==> src/rtl/tx_fire_sequencer_if.sv <==
// Signal bundle between the output control logic and the transducer fire
// engine. The slave modport is the engine's view and the master modport is
// the controller's view. Signal names match the legacy flat port list.
//   itxArm/itxMask/itxPhaseDelay/itxChargeTime/itxBurstCount/itxPulsePeriod
//     carry the arm request and the fire configuration.
//   itxTrigger carries the fire trigger, and itxAbort the synchronous abort.
//   otxTransducerOutput drives the transducer pins.
//   otxArmed, otxBusy, otxFireComplete, otxError and otxErrorCode report status.
interface tx_fire_sequencer_if #(
  parameter int unsigned NCH      = 8,
  parameter int unsigned PHASE_W  = 16,
  parameter int unsigned CHARGE_W = 9,
  parameter int unsigned BURST_W  = 8,
  parameter int unsigned PERIOD_W = 16
);
  logic                     itxArm;
  logic [NCH-1:0]           itxMask;
  logic [NCH*PHASE_W-1:0]   itxPhaseDelay;
  logic [CHARGE_W-1:0]      itxChargeTime;
  logic [BURST_W-1:0]       itxBurstCount;
  logic [PERIOD_W-1:0]      itxPulsePeriod;
  logic                     itxTrigger;
  logic                     itxAbort;
  logic [NCH-1:0]           otxTransducerOutput;
  logic                     otxArmed;
  logic                     otxBusy;
  logic                     otxFireComplete;
  logic                     otxError;
  logic [1:0]               otxErrorCode;

  modport slave (
    input  itxArm, itxMask, itxPhaseDelay, itxChargeTime, itxBurstCount,
           itxPulsePeriod, itxTrigger, itxAbort,
    output otxTransducerOutput, otxArmed, otxBusy, otxFireComplete,
           otxError, otxErrorCode
  );

  modport master (
    output itxArm, itxMask, itxPhaseDelay, itxChargeTime, itxBurstCount,
           itxPulsePeriod, itxTrigger, itxAbort,
    input  otxTransducerOutput, otxArmed, otxBusy, otxFireComplete,
           otxError, otxErrorCode
  );
endinterface

==> src/rtl/tx_fire_sequencer.sv <==
// Multi-channel transducer fire engine.
// An arm request validates the configuration and latches it into shadow
// registers. The next rising edge of the trigger then starts a burst of
// phase-delayed charge pulses on every enabled channel. A watchdog bounds the
// time spent firing, and an abort returns the engine to idle at any point.
// Ports:
//   txCLK   system clock
//   txRSTn  asynchronous active-low reset
//   bus     slave side of tx_fire_sequencer_if (configuration, trigger and
//           abort inputs; drive outputs and status outputs)
module tx_fire_sequencer #(
  parameter int unsigned NCH      = 8,
  parameter int unsigned PHASE_W  = 16,
  parameter int unsigned CHARGE_W = 9,
  parameter int unsigned BURST_W  = 8,
  parameter int unsigned PERIOD_W = 16,
  parameter int unsigned MAX_ON   = 400,
  parameter int unsigned WDOG     = 1 << 20
) (
  input  logic                  txCLK,
  input  logic                  txRSTn,
  tx_fire_sequencer_if.slave    bus
);

  localparam int unsigned CNT_A = (PHASE_W > PERIOD_W) ? PHASE_W : PERIOD_W;
  localparam int unsigned CNT_W = (CNT_A > CHARGE_W) ? CNT_A : CHARGE_W;
  localparam int unsigned WD_W  = $clog2(WDOG + 1);

  typedef enum logic [1:0] {S_IDLE, S_ARMED, S_FIRING} state_e;
  typedef enum logic [1:0] {CH_DONE, CH_DELAY, CH_CHARGE, CH_GAP} ch_state_e;

  state_e                 state_q, state_d;
  logic                   trig_prev_q, trig_prev_d;
  logic [NCH-1:0]         sh_mask_q, sh_mask_d;
  logic [NCH*PHASE_W-1:0] sh_phase_q, sh_phase_d;
  logic [CHARGE_W-1:0]    sh_charge_q, sh_charge_d;
  logic [BURST_W-1:0]     sh_burst_q, sh_burst_d;
  logic [PERIOD_W-1:0]    sh_period_q, sh_period_d;
  ch_state_e              ch_st_q   [NCH];
  ch_state_e              ch_st_d   [NCH];
  logic [CNT_W-1:0]       ch_cnt_q  [NCH];
  logic [CNT_W-1:0]       ch_cnt_d  [NCH];
  logic [BURST_W-1:0]     ch_left_q [NCH];
  logic [BURST_W-1:0]     ch_left_d [NCH];
  logic [WD_W-1:0]        wd_q, wd_d;
  logic [NCH-1:0]         out_q, out_d;
  logic                   armed_q, armed_d;
  logic                   busy_q, busy_d;
  logic                   complete_q, complete_d;
  logic                   err_q, err_d;
  logic [1:0]             code_q, code_d;

  logic                   trig_edge;
  logic                   cfg_bad;
  logic                   all_done;
  logic [CNT_W:0]         charge_x, period_x, p_eff;
  logic [CNT_W-1:0]       charge_m1, gap_m1;
  logic [BURST_W-1:0]     burst_m1;

  // Pulse timing derived from the shadow configuration. The gap is the low
  // time between pulses, so each rising edge is P_eff cycles after the last.
  always_comb begin
    charge_x  = (CNT_W+1)'(sh_charge_q);
    period_x  = (CNT_W+1)'(sh_period_q);
    p_eff     = (period_x > charge_x) ? period_x : charge_x + 1'b1;
    charge_m1 = CNT_W'(charge_x - 1'b1);
    gap_m1    = CNT_W'(p_eff - charge_x - 1'b1);
    burst_m1  = (sh_burst_q == '0) ? '0 : sh_burst_q - 1'b1;
  end

  always_comb begin
    trig_edge = bus.itxTrigger & ~trig_prev_q;
    cfg_bad   = (bus.itxMask == '0) || (bus.itxChargeTime == '0) ||
                (32'(bus.itxChargeTime) > MAX_ON);

    state_d     = state_q;
    trig_prev_d = bus.itxTrigger;
    sh_mask_d   = sh_mask_q;
    sh_phase_d  = sh_phase_q;
    sh_charge_d = sh_charge_q;
    sh_burst_d  = sh_burst_q;
    sh_period_d = sh_period_q;
    wd_d        = wd_q;
    out_d       = out_q;
    complete_d  = 1'b0;
    err_d       = err_q;
    code_d      = code_q;
    all_done    = 1'b1;
    for (int unsigned k = 0; k < NCH; k++) begin
      ch_st_d[k]   = ch_st_q[k];
      ch_cnt_d[k]  = ch_cnt_q[k];
      ch_left_d[k] = ch_left_q[k];
    end

    if (bus.itxAbort) begin
      state_d   = S_IDLE;
      out_d     = '0;
      sh_mask_d = '0;
      for (int unsigned k = 0; k < NCH; k++) ch_st_d[k] = CH_DONE;
    end else begin
      case (state_q)
        S_IDLE, S_ARMED: begin
          if (bus.itxArm) begin
            if (cfg_bad) begin
              state_d = S_IDLE;
              err_d   = 1'b1;
              code_d  = 2'b01;
            end else begin
              state_d     = S_ARMED;
              sh_mask_d   = bus.itxMask;
              sh_phase_d  = bus.itxPhaseDelay;
              sh_charge_d = bus.itxChargeTime;
              sh_burst_d  = bus.itxBurstCount;
              sh_period_d = bus.itxPulsePeriod;
              err_d       = 1'b0;
              code_d      = 2'b00;
            end
          end else if ((state_q == S_ARMED) && trig_edge) begin
            state_d = S_FIRING;
            wd_d    = '0;
            // A zero phase delay must drive the pin on the first FIRING cycle,
            // so such channels enter CHARGE directly at the trigger.
            for (int unsigned k = 0; k < NCH; k++) begin
              ch_left_d[k] = burst_m1;
              out_d[k]     = 1'b0;
              if (!sh_mask_q[k]) begin
                ch_st_d[k] = CH_DONE;
              end else if (sh_phase_q[k*PHASE_W +: PHASE_W] == '0) begin
                ch_st_d[k]  = CH_CHARGE;
                ch_cnt_d[k] = charge_m1;
                out_d[k]    = 1'b1;
              end else begin
                ch_st_d[k]  = CH_DELAY;
                ch_cnt_d[k] = CNT_W'(sh_phase_q[k*PHASE_W +: PHASE_W]) - 1'b1;
              end
            end
          end
        end

        S_FIRING: begin
          // Each counter holds the cycles remaining in its segment after the
          // current one, so a segment ends when its counter is zero.
          for (int unsigned k = 0; k < NCH; k++) begin
            case (ch_st_q[k])
              CH_DELAY: begin
                if (ch_cnt_q[k] == '0) begin
                  ch_st_d[k]  = CH_CHARGE;
                  ch_cnt_d[k] = charge_m1;
                  out_d[k]    = 1'b1;
                end else begin
                  ch_cnt_d[k] = ch_cnt_q[k] - 1'b1;
                end
              end
              CH_CHARGE: begin
                if (ch_cnt_q[k] == '0) begin
                  out_d[k] = 1'b0;
                  if (ch_left_q[k] == '0) begin
                    ch_st_d[k] = CH_DONE;
                  end else begin
                    ch_st_d[k]  = CH_GAP;
                    ch_cnt_d[k] = gap_m1;
                  end
                end else begin
                  ch_cnt_d[k] = ch_cnt_q[k] - 1'b1;
                end
              end
              CH_GAP: begin
                if (ch_cnt_q[k] == '0) begin
                  ch_st_d[k]   = CH_CHARGE;
                  ch_cnt_d[k]  = charge_m1;
                  ch_left_d[k] = ch_left_q[k] - 1'b1;
                  out_d[k]     = 1'b1;
                end else begin
                  ch_cnt_d[k] = ch_cnt_q[k] - 1'b1;
                end
              end
              default: out_d[k] = 1'b0;
            endcase
            if (ch_st_d[k] != CH_DONE) all_done = 1'b0;
          end

          if (wd_q == WD_W'(WDOG - 1)) begin
            state_d = S_IDLE;
            out_d   = '0;
            err_d   = 1'b1;
            code_d  = 2'b10;
            for (int unsigned k = 0; k < NCH; k++) ch_st_d[k] = CH_DONE;
          end else if (all_done) begin
            state_d    = S_IDLE;
            out_d      = '0;
            complete_d = 1'b1;
          end else begin
            wd_d = wd_q + 1'b1;
          end
        end

        default: state_d = S_IDLE;
      endcase
    end

    armed_d = (state_d == S_ARMED);
    busy_d  = (state_d == S_FIRING);
  end

  always_ff @(posedge txCLK or negedge txRSTn) begin
    if (!txRSTn) begin
      state_q     <= S_IDLE;
      trig_prev_q <= 1'b0;
      sh_mask_q   <= '0;
      sh_phase_q  <= '0;
      sh_charge_q <= '0;
      sh_burst_q  <= '0;
      sh_period_q <= '0;
      wd_q        <= '0;
      out_q       <= '0;
      armed_q     <= 1'b0;
      busy_q      <= 1'b0;
      complete_q  <= 1'b0;
      err_q       <= 1'b0;
      code_q      <= 2'b00;
      for (int unsigned k = 0; k < NCH; k++) begin
        ch_st_q[k]   <= CH_DONE;
        ch_cnt_q[k]  <= '0;
        ch_left_q[k] <= '0;
      end
    end else begin
      state_q     <= state_d;
      trig_prev_q <= trig_prev_d;
      sh_mask_q   <= sh_mask_d;
      sh_phase_q  <= sh_phase_d;
      sh_charge_q <= sh_charge_d;
      sh_burst_q  <= sh_burst_d;
      sh_period_q <= sh_period_d;
      wd_q        <= wd_d;
      out_q       <= out_d;
      armed_q     <= armed_d;
      busy_q      <= busy_d;
      complete_q  <= complete_d;
      err_q       <= err_d;
      code_q      <= code_d;
      for (int unsigned k = 0; k < NCH; k++) begin
        ch_st_q[k]   <= ch_st_d[k];
        ch_cnt_q[k]  <= ch_cnt_d[k];
        ch_left_q[k] <= ch_left_d[k];
      end
    end
  end

  assign bus.otxTransducerOutput = out_q;
  assign bus.otxArmed            = armed_q;
  assign bus.otxBusy             = busy_q;
  assign bus.otxFireComplete     = complete_q;
  assign bus.otxError            = err_q;
  assign bus.otxErrorCode        = code_q;

endmodule

==> src/flat_wrapper.sv <==
// flat-port wrapper written by rule: the top's interface ports become plain ports
module tx_fire_sequencer_flat 
#(
  parameter int unsigned NCH      = 8,
  parameter int unsigned PHASE_W  = 16,
  parameter int unsigned CHARGE_W = 9,
  parameter int unsigned BURST_W  = 8,
  parameter int unsigned PERIOD_W = 16,
  parameter int unsigned MAX_ON   = 400,
  parameter int unsigned WDOG     = 1 << 20
)
  (txCLK, txRSTn, bus_itxArm, bus_itxMask, bus_itxPhaseDelay, bus_itxChargeTime, bus_itxBurstCount, bus_itxPulsePeriod, bus_itxTrigger, bus_itxAbort, bus_otxTransducerOutput, bus_otxArmed, bus_otxBusy, bus_otxFireComplete, bus_otxError, bus_otxErrorCode);
  tx_fire_sequencer_if #(.NCH(NCH), .PHASE_W(PHASE_W), .CHARGE_W(CHARGE_W), .BURST_W(BURST_W), .PERIOD_W(PERIOD_W)) bus_i ();
  input  logic txCLK;
  input  logic txRSTn;
  input wire logic [$bits(bus_i.itxArm)-1:0] bus_itxArm;
  input wire logic [$bits(bus_i.itxMask)-1:0] bus_itxMask;
  input wire logic [$bits(bus_i.itxPhaseDelay)-1:0] bus_itxPhaseDelay;
  input wire logic [$bits(bus_i.itxChargeTime)-1:0] bus_itxChargeTime;
  input wire logic [$bits(bus_i.itxBurstCount)-1:0] bus_itxBurstCount;
  input wire logic [$bits(bus_i.itxPulsePeriod)-1:0] bus_itxPulsePeriod;
  input wire logic [$bits(bus_i.itxTrigger)-1:0] bus_itxTrigger;
  input wire logic [$bits(bus_i.itxAbort)-1:0] bus_itxAbort;
  output wire logic [$bits(bus_i.otxTransducerOutput)-1:0] bus_otxTransducerOutput;
  output wire logic [$bits(bus_i.otxArmed)-1:0] bus_otxArmed;
  output wire logic [$bits(bus_i.otxBusy)-1:0] bus_otxBusy;
  output wire logic [$bits(bus_i.otxFireComplete)-1:0] bus_otxFireComplete;
  output wire logic [$bits(bus_i.otxError)-1:0] bus_otxError;
  output wire logic [$bits(bus_i.otxErrorCode)-1:0] bus_otxErrorCode;
  assign bus_i.itxArm = bus_itxArm;
  assign bus_i.itxMask = bus_itxMask;
  assign bus_i.itxPhaseDelay = bus_itxPhaseDelay;
  assign bus_i.itxChargeTime = bus_itxChargeTime;
  assign bus_i.itxBurstCount = bus_itxBurstCount;
  assign bus_i.itxPulsePeriod = bus_itxPulsePeriod;
  assign bus_i.itxTrigger = bus_itxTrigger;
  assign bus_i.itxAbort = bus_itxAbort;
  assign bus_otxTransducerOutput = bus_i.otxTransducerOutput;
  assign bus_otxArmed = bus_i.otxArmed;
  assign bus_otxBusy = bus_i.otxBusy;
  assign bus_otxFireComplete = bus_i.otxFireComplete;
  assign bus_otxError = bus_i.otxError;
  assign bus_otxErrorCode = bus_i.otxErrorCode;
  tx_fire_sequencer #(.NCH(NCH), .PHASE_W(PHASE_W), .CHARGE_W(CHARGE_W), .BURST_W(BURST_W), .PERIOD_W(PERIOD_W), .MAX_ON(MAX_ON), .WDOG(WDOG)) u_core (.txCLK(txCLK), .txRSTn(txRSTn), .bus(bus_i));
endmodule
==> config.mk <==
export PLATFORM = sky130hd
export DESIGN_NAME = tx_fire_sequencer_flat
export DESIGN_NICKNAME = d
export VERILOG_FILES = /design/src/rtl/tx_fire_sequencer_if.sv /design/src/rtl/tx_fire_sequencer.sv /design/src/flat_wrapper.sv
export SDC_FILE = /design/constraint.sdc
export NUM_CORES = 1
export LEC_CHECK = 0
export CORE_AREA = 2 2 249 251
export DETAILED_ROUTE_END_ITERATION = 8
export DIE_AREA = 0 0 251 253
export GPL_TIMING_DRIVEN = 0
export PLACE_DENSITY = 0.61
export SETUP_SLACK_MARGIN = 0.02
export SLEW_MARGIN = 20
export SYNTH_ARGS = -nofsm -noshare
export SYNTH_HDL_FRONTEND = slang
export SYNTH_SLANG_ARGS = --single-unit
==> constraint.sdc <==
create_clock -name txCLK -period 5.3 [get_ports txCLK]
set_input_delay 0.795 -clock txCLK [delete_from_list [all_inputs] [get_ports txCLK]]
set_output_delay 0.795 -clock txCLK [all_outputs]
set_load 0.05 [all_outputs]
* After elaboration in Yosys (flattened, before gate mapping)
Cells that the tools add are included.
** Storage, ports and cells
- Register bits after elaboration :: 415
- Bits of input ports :: 174
- Output and inout bits :: 14
- Logic and storage cells :: 481
** Cells by class
- Add/subtract/negate cells :: 30
- $lt $le $gt $ge :: 2
- Eq/ne operators :: 94
- Mux-type cells :: 225
- Bitwise logic cells :: 4
- Reductions and logical operators :: 81
** Operator list (count)
- $mux 16 :: 45
- $pmux 16 s2 :: 9
- $sub 16x1->16 const B :: 17
- $logic_not 16->1 :: 16
- $mux 128 :: 2
- $pmux 128 s2 :: 1
- $mux 8 :: 26
- $mux 64 :: 2
- $pmux 64 s2 :: 1
- $mux 2 :: 63
- $ne 6x3->1 const B :: 16
- $mux 21 :: 4
- $logic_not 8->1 :: 10
- $sub 8x1->8 const B :: 9
- $reduce_and 7->1 :: 8
- $reduce_and 6->1 :: 9
- $mux 1 :: 51
- $pmux 21 s2 :: 1
- $pmux 2 s2 :: 10
- $reduce_and 5->1 :: 8
- $eq 2x2->1 const B :: 18
- $ne 2x1->1 const B :: 18
- $ne 4x4->1 const B :: 8
- $ne 3x3->1 const B :: 9
- other kinds (23) :: 75

* Logic depth before layout (Yosys ltp)
- Depth in word-level cells :: 22
- Gate-level depth with buffers :: 20
- Gate-level depth less buffers :: 19

* Worst setup path after synthesis
Ideal clock, no wire load.
- Kind :: register -> register
- Start :: register u_core.sh_charge_q[2]
- End :: register u_core.ch_cnt_q[10] (netlist bit)
- Library setup time :: 0.094 ns
- Arrival :: 4.540 ns
- Required time :: 5.206 ns
- Slack :: 0.667 ns
- Cell stages (with the launch flop) :: 21
- Buffers on the path :: 2
- Period minus slack after synthesis :: 4.633 ns
- Path through :: dfrtp_1 > clkbuf_1 > inv_1 > ha_1 > nand3_1 > o41ai_1 > nand2_1 > a21oi_1 > clkbuf_1 > a21oi_1 > ha_1 > inv_1 > fa_1 > nor2b_1 > o2111ai_1 > a311oi_1 > or2_2 > o31ai_1 > nor2b_1 > o21ai_0 > a211oi_1
** On the way
- Word-level cells in the longest chain between the ends :: 8
- Elaborated cells on any way between the ends :: 15
- Classes of those cells :: add/sub: 4; order compare: 1; mux: 10
** RTL lines
- start, declared :: line tx_fire_sequencer.sv:36 : logic [CHARGE_W-1:0] sh_charge_q, sh_charge_d;
- start signal, assigned :: line tx_fire_sequencer.sv:231 : sh_charge_q <= sh_charge_d;
- $gt 16x9->1 or $add 9x1->10 (tied branches) :: line tx_fire_sequencer.sv:65 : p_eff = (period_x > charge_x) ? period_x : charge_x + 1'b1;
- $mux 16 :: line tx_fire_sequencer.sv:65
- $sub 16x9->16 :: line tx_fire_sequencer.sv:67 : gap_m1 = CNT_W'(p_eff - charge_x - 1'b1);
- $sub 16x1->16 :: line tx_fire_sequencer.sv:67
- $mux 16 :: line tx_fire_sequencer.sv:157 : if (ch_left_q[k] == '0) begin
- $mux 16 :: line tx_fire_sequencer.sv:155 : if (ch_cnt_q[k] == '0) begin
- $pmux 16 s2 :: line tx_fire_sequencer.sv:144 : case (ch_st_q[k])
- $pmux 128 s2 * :: line tx_fire_sequencer.sv:101 : case (state_q)
- end signal, assigned by index :: line tx_fire_sequencer.sv:243 : ch_cnt_q[k] <= ch_cnt_d[k];
- end, declared :: line tx_fire_sequencer.sv:41 : logic [CNT_W-1:0] ch_cnt_q [NCH];
Every way passes the cells marked *; elsewhere a longest branch is shown, timed or not. The select of a mux whose other input is x is not followed.
A chain may end at the register's enable or synchronous reset.

* Worst setup path after layout
- Start :: register u_core.sh_charge_q[0]
- End :: register u_core.ch_cnt_q[127] (netlist bit)
Same word-level chain as after synthesis.

==> summary.txt <==
Run status
  – Status: completed

Setup path
  – CP Capture Type: register
  – CP Launch Type: register
  – Slowest-stage cell, CP: ha_4
  – CP Buf/Inv Count: 4
  – Crit Path Max Fanout: 11
  – Crit Path Category: register to register
  – Crit path cell chain: clkbuf_2 > clkinv_4 > ha_4 > clkbuf_4 > mux2_2 > ha_1 > a211oi_1 > o21ai_0 > a41o_1 > or4_1 > nor2_2 > xor2_4 > buf_12 > a211oi_1 > a211oi_1
  – Worst Reg-to-Reg Cells: 15
  – Crit path DAT: 5610 ps
  – Critical path depth: 15
  – CP required: 5780 ps
  – Largest stage delay, worst path: 520 ps
  – CP most frequent cell: a211oi_1
  – Delay-heaviest family, CP: buffers and inverters

Job
  – Max Cap Violations: 0

Drt
  – Met3 routed WL: 11.79 mm
  – # DRC: 0
  – Routed wire length: 116.6 mm
  – Wire per inst: 26.65 microns
  – Iter 0 DRT Violations: 3,730
  – TritonRoute pass-1 iters: 6
  – Antenna viol nets, final: 0
  – Highest routed metal layer: met4
  – DR WL met2: 50.60 mm
  – WL met1: 47.08 mm
  – Total number of vias: 28.14k
  – Vias per cell: 6.432

CTS
  – Clk slew on worst S/H paths: 60 ps
  – Clk_lat worst skew: 620 ps
  – CTS Hold Buffers Added: 0
  – Clk root buf: clkbuf_16
  – Clk buf depth: 3
  – TritonCTS Buffers: 50
  – Clock sinks: 415
  – TritonCTS clock tree: built
  – H-tree levels: 2

Final layout
  – Antenna diode count: 0
  – Share of layout cells above drive strength 1: 0.1035
  – Register area: 10,390 sq um
  – Util after Layout: 0.5353
  – Final net count: 3,767
  – Area occupied by multi-input gates: 15,980 sq um
  – Fill count: 5,757
  – Area grow syn2layout: 20.40%
  – Non-filler cells, final: 4,375
  – Final Instance Area: 32,670 sq um

Synthesis
  – Syn_nets: 3,496
  – Main synth FF type: dfrtp_1
  – Post-synth EDFFs: 0
  – Synthesized instance count: 3,272
  – Synth top area cells: dfrtp_1 (38%), o21ai_0 (6.4%), mux2_2 (5.8%)
  – Post-synthesis cell area: 27,140 sq um
  – Area share of the largest cell type after synthesis: 0.3827
  – Unique cell type count in the Yosys netlist: 76
  – Area leader, netlist: dfrtp_1
  – Most frequent cell after synthesis: dfrtp_1
  – Synth top cells by count: dfrtp_1 (415), nor2_1 (359), o21ai_0 (346), nand2_1 (308), a21oi_1 (243)
  – Share of the yosys chip area belonging to registers: 0.3827
  – Synthesized flop and latch total: 415
  – Async SR Flop Fraction: 1.000
  – Ys Warns: 0
  – Mapped Avg Cell Area: 8.293 sq um

Global route
  – Pin count of the biggest net entering global routing: 88
  – First-pass GRT wire length: 170.2 mm
  – Initial antenna violation count: 0
  – Gr ovfl total: 0
  – GRT Util Overall: 0.3583
  – Vias in the first global route: 26.80k

Floorplanning
  – Die X-Extent: 251 microns
  – Row count: 91
  – Core area: 61,030 sq um
  – Die footprint: 63,500 sq um
  – I/O pin count: 188
  – Die height: 253 microns
  – Starting Density: 0.4446

STA
  – F_max: 194.9 MHz
  – Minimum clock period: 5132 ps
  – Skew final: 28.19 ps
  – Fin. max-slew vios: 0
  – Final setup viols: 0
  – Final Hold Vio Count: 0
  – Setup TNS: 0 ps
  – Worst rel slew slack: 0.1538
  – Worst slew pin tran: 1260 ps
  – Final Cycle Share: 0.9683
  – Worst hold margin: 125.5 ps
  – Fin worst setup slack: 168.1 ps

Placed design
  – IO Port Bufs: 187
  – Hpwl dp: 85.30 mm
  – Area of placed instances: 30,530 sq um
  – Placed cells: 4,269
  – Post-placement worst setup slack: -2071 ps
  – Routability Congestion: 0.9744

Hold path
  – Worst Hold Class: input port to asynchronous set/reset pin

Power and ir drop
  – Static Leak: 12.78 nW
  – Total Power: 12.45 mW
  – VDD IR max: 256.3 uV
  – PD cells: 381.1 nW/um^2
## cells by family after synthesis
| group | Yosys count | share of synthesized area |
|---|---|---|
| mux | 188 | 0.07576 |
| xor+xnor | 176 | 0.05681 |
| simple gates | 1207 | 0.2141 |
| compound gates | 948 | 0.2065 |
| buf+inv | 288 | 0.04081 |
| flops | 415 | 0.3827 |
| fa+ha+maj | 50 | 0.02333 |
## state kept, by name (all words and copies together), names as in the netlist, 8 cells and up
| signal | count |
|---|---|
| u_core.ch_cnt_q | 128 |
| u_core.wd_q | 21 |
| u_core.sh_mask_q | 8 |
| u_core.sh_period_q | 16 |
| u_core.bus.otxTransducerOutput | 8 |
| u_core.sh_phase_q | 128 |
| u_core.sh_charge_q | 9 |
| u_core.ch_st_q | 16 |
| u_core.sh_burst_q | 8 |
| u_core.ch_left_q | 64 |
## cell usage in the layout (no fill, tap or decap), types with 19 or more instances in the layout
cell / netlist / final
nor4_1: 71 / 68
nand3_1: 73 / 73
xnor2_1: 99 / 90
a21oi_1: 243 / 242
clkbuf_1: 159 / 154
o21ai_0: 346 / 345
buf_2: 18 / 19
mux2_2: 139 / 139
clkdlybuf4s50_1: 0 / 186
a211oi_1: 43 / 43
clkbuf_16: 0 / 53
o211ai_1: 59 / 59
inv_1: 99 / 96
a31oi_1: 93 / 93
mux2i_1: 49 / 49
or3_1: 33 / 33
o22ai_1: 36 / 36
or4_1: 43 / 43
xor2_1: 77 / 68
nand2_1: 308 / 308
and3_1: 26 / 26
dfrtp_1: 415 / 408
ha_1: 49 / 48
nor3_1: 157 / 155
nor2_1: 359 / 357
## repair_timing
action                     4_1_cts  5_1_grt
resized for setup               17       21
setup endpoints to repair      120       69
buffers inserted                11        4
pin swaps                        4        3
## report_power, final
part,internal [mW],leakage (nW),switching (mW),total [mW]
Combinational,1.58,6.70,2.64,4.22
Sequential,3.74,5.20,0.679,4.42
Clock,2.31,0.881,1.50,3.82
Total,7.63,12.8,4.82,12.5
## layer usage
layer	vias to the layer above	track usage
met3	366	0.07185
met4	0	0.1927
met5	-	0
li1	12475	-
met1	13740	0.4764
met2	1561	0.5505
## layout make-up
cell class,instances,area share
multi-input combinational,2569,0.4892
sequential,415,0.3181
timing repair buffer,222,0.07311
clock buffer,71,0.04481
tap,790,0.03025
buffer,183,0.02248
inverter,102,0.01199
clock inverter,23,0.01003
## final timing paths
kind / from / slack (ps) / endpoint
max reg2reg: u_core.sh_charge_q[0]$_DFFE_PN0P_ / 170 / u_core.ch_cnt_q[127]$_DFFE_PN0P_
min: txRSTn / 130 / u_core.wd_q[6]$_DFFE_PN0P_
min in group txCLK: u_core.wd_q[14]$_DFFE_PN0P_ / 480 / u_core.wd_q[14]$_DFFE_PN0P_
max in group asynchronous: txRSTn / 3710 / u_core.ch_cnt_q[29]$_DFFE_PN0P_
max: u_core.sh_charge_q[0]$_DFFE_PN0P_ / 170 / u_core.ch_cnt_q[127]$_DFFE_PN0P_
min reg2reg: u_core.wd_q[14]$_DFFE_PN0P_ / 480 / u_core.wd_q[14]$_DFFE_PN0P_
Note: power is estimated with default switching activity, not from simulation.
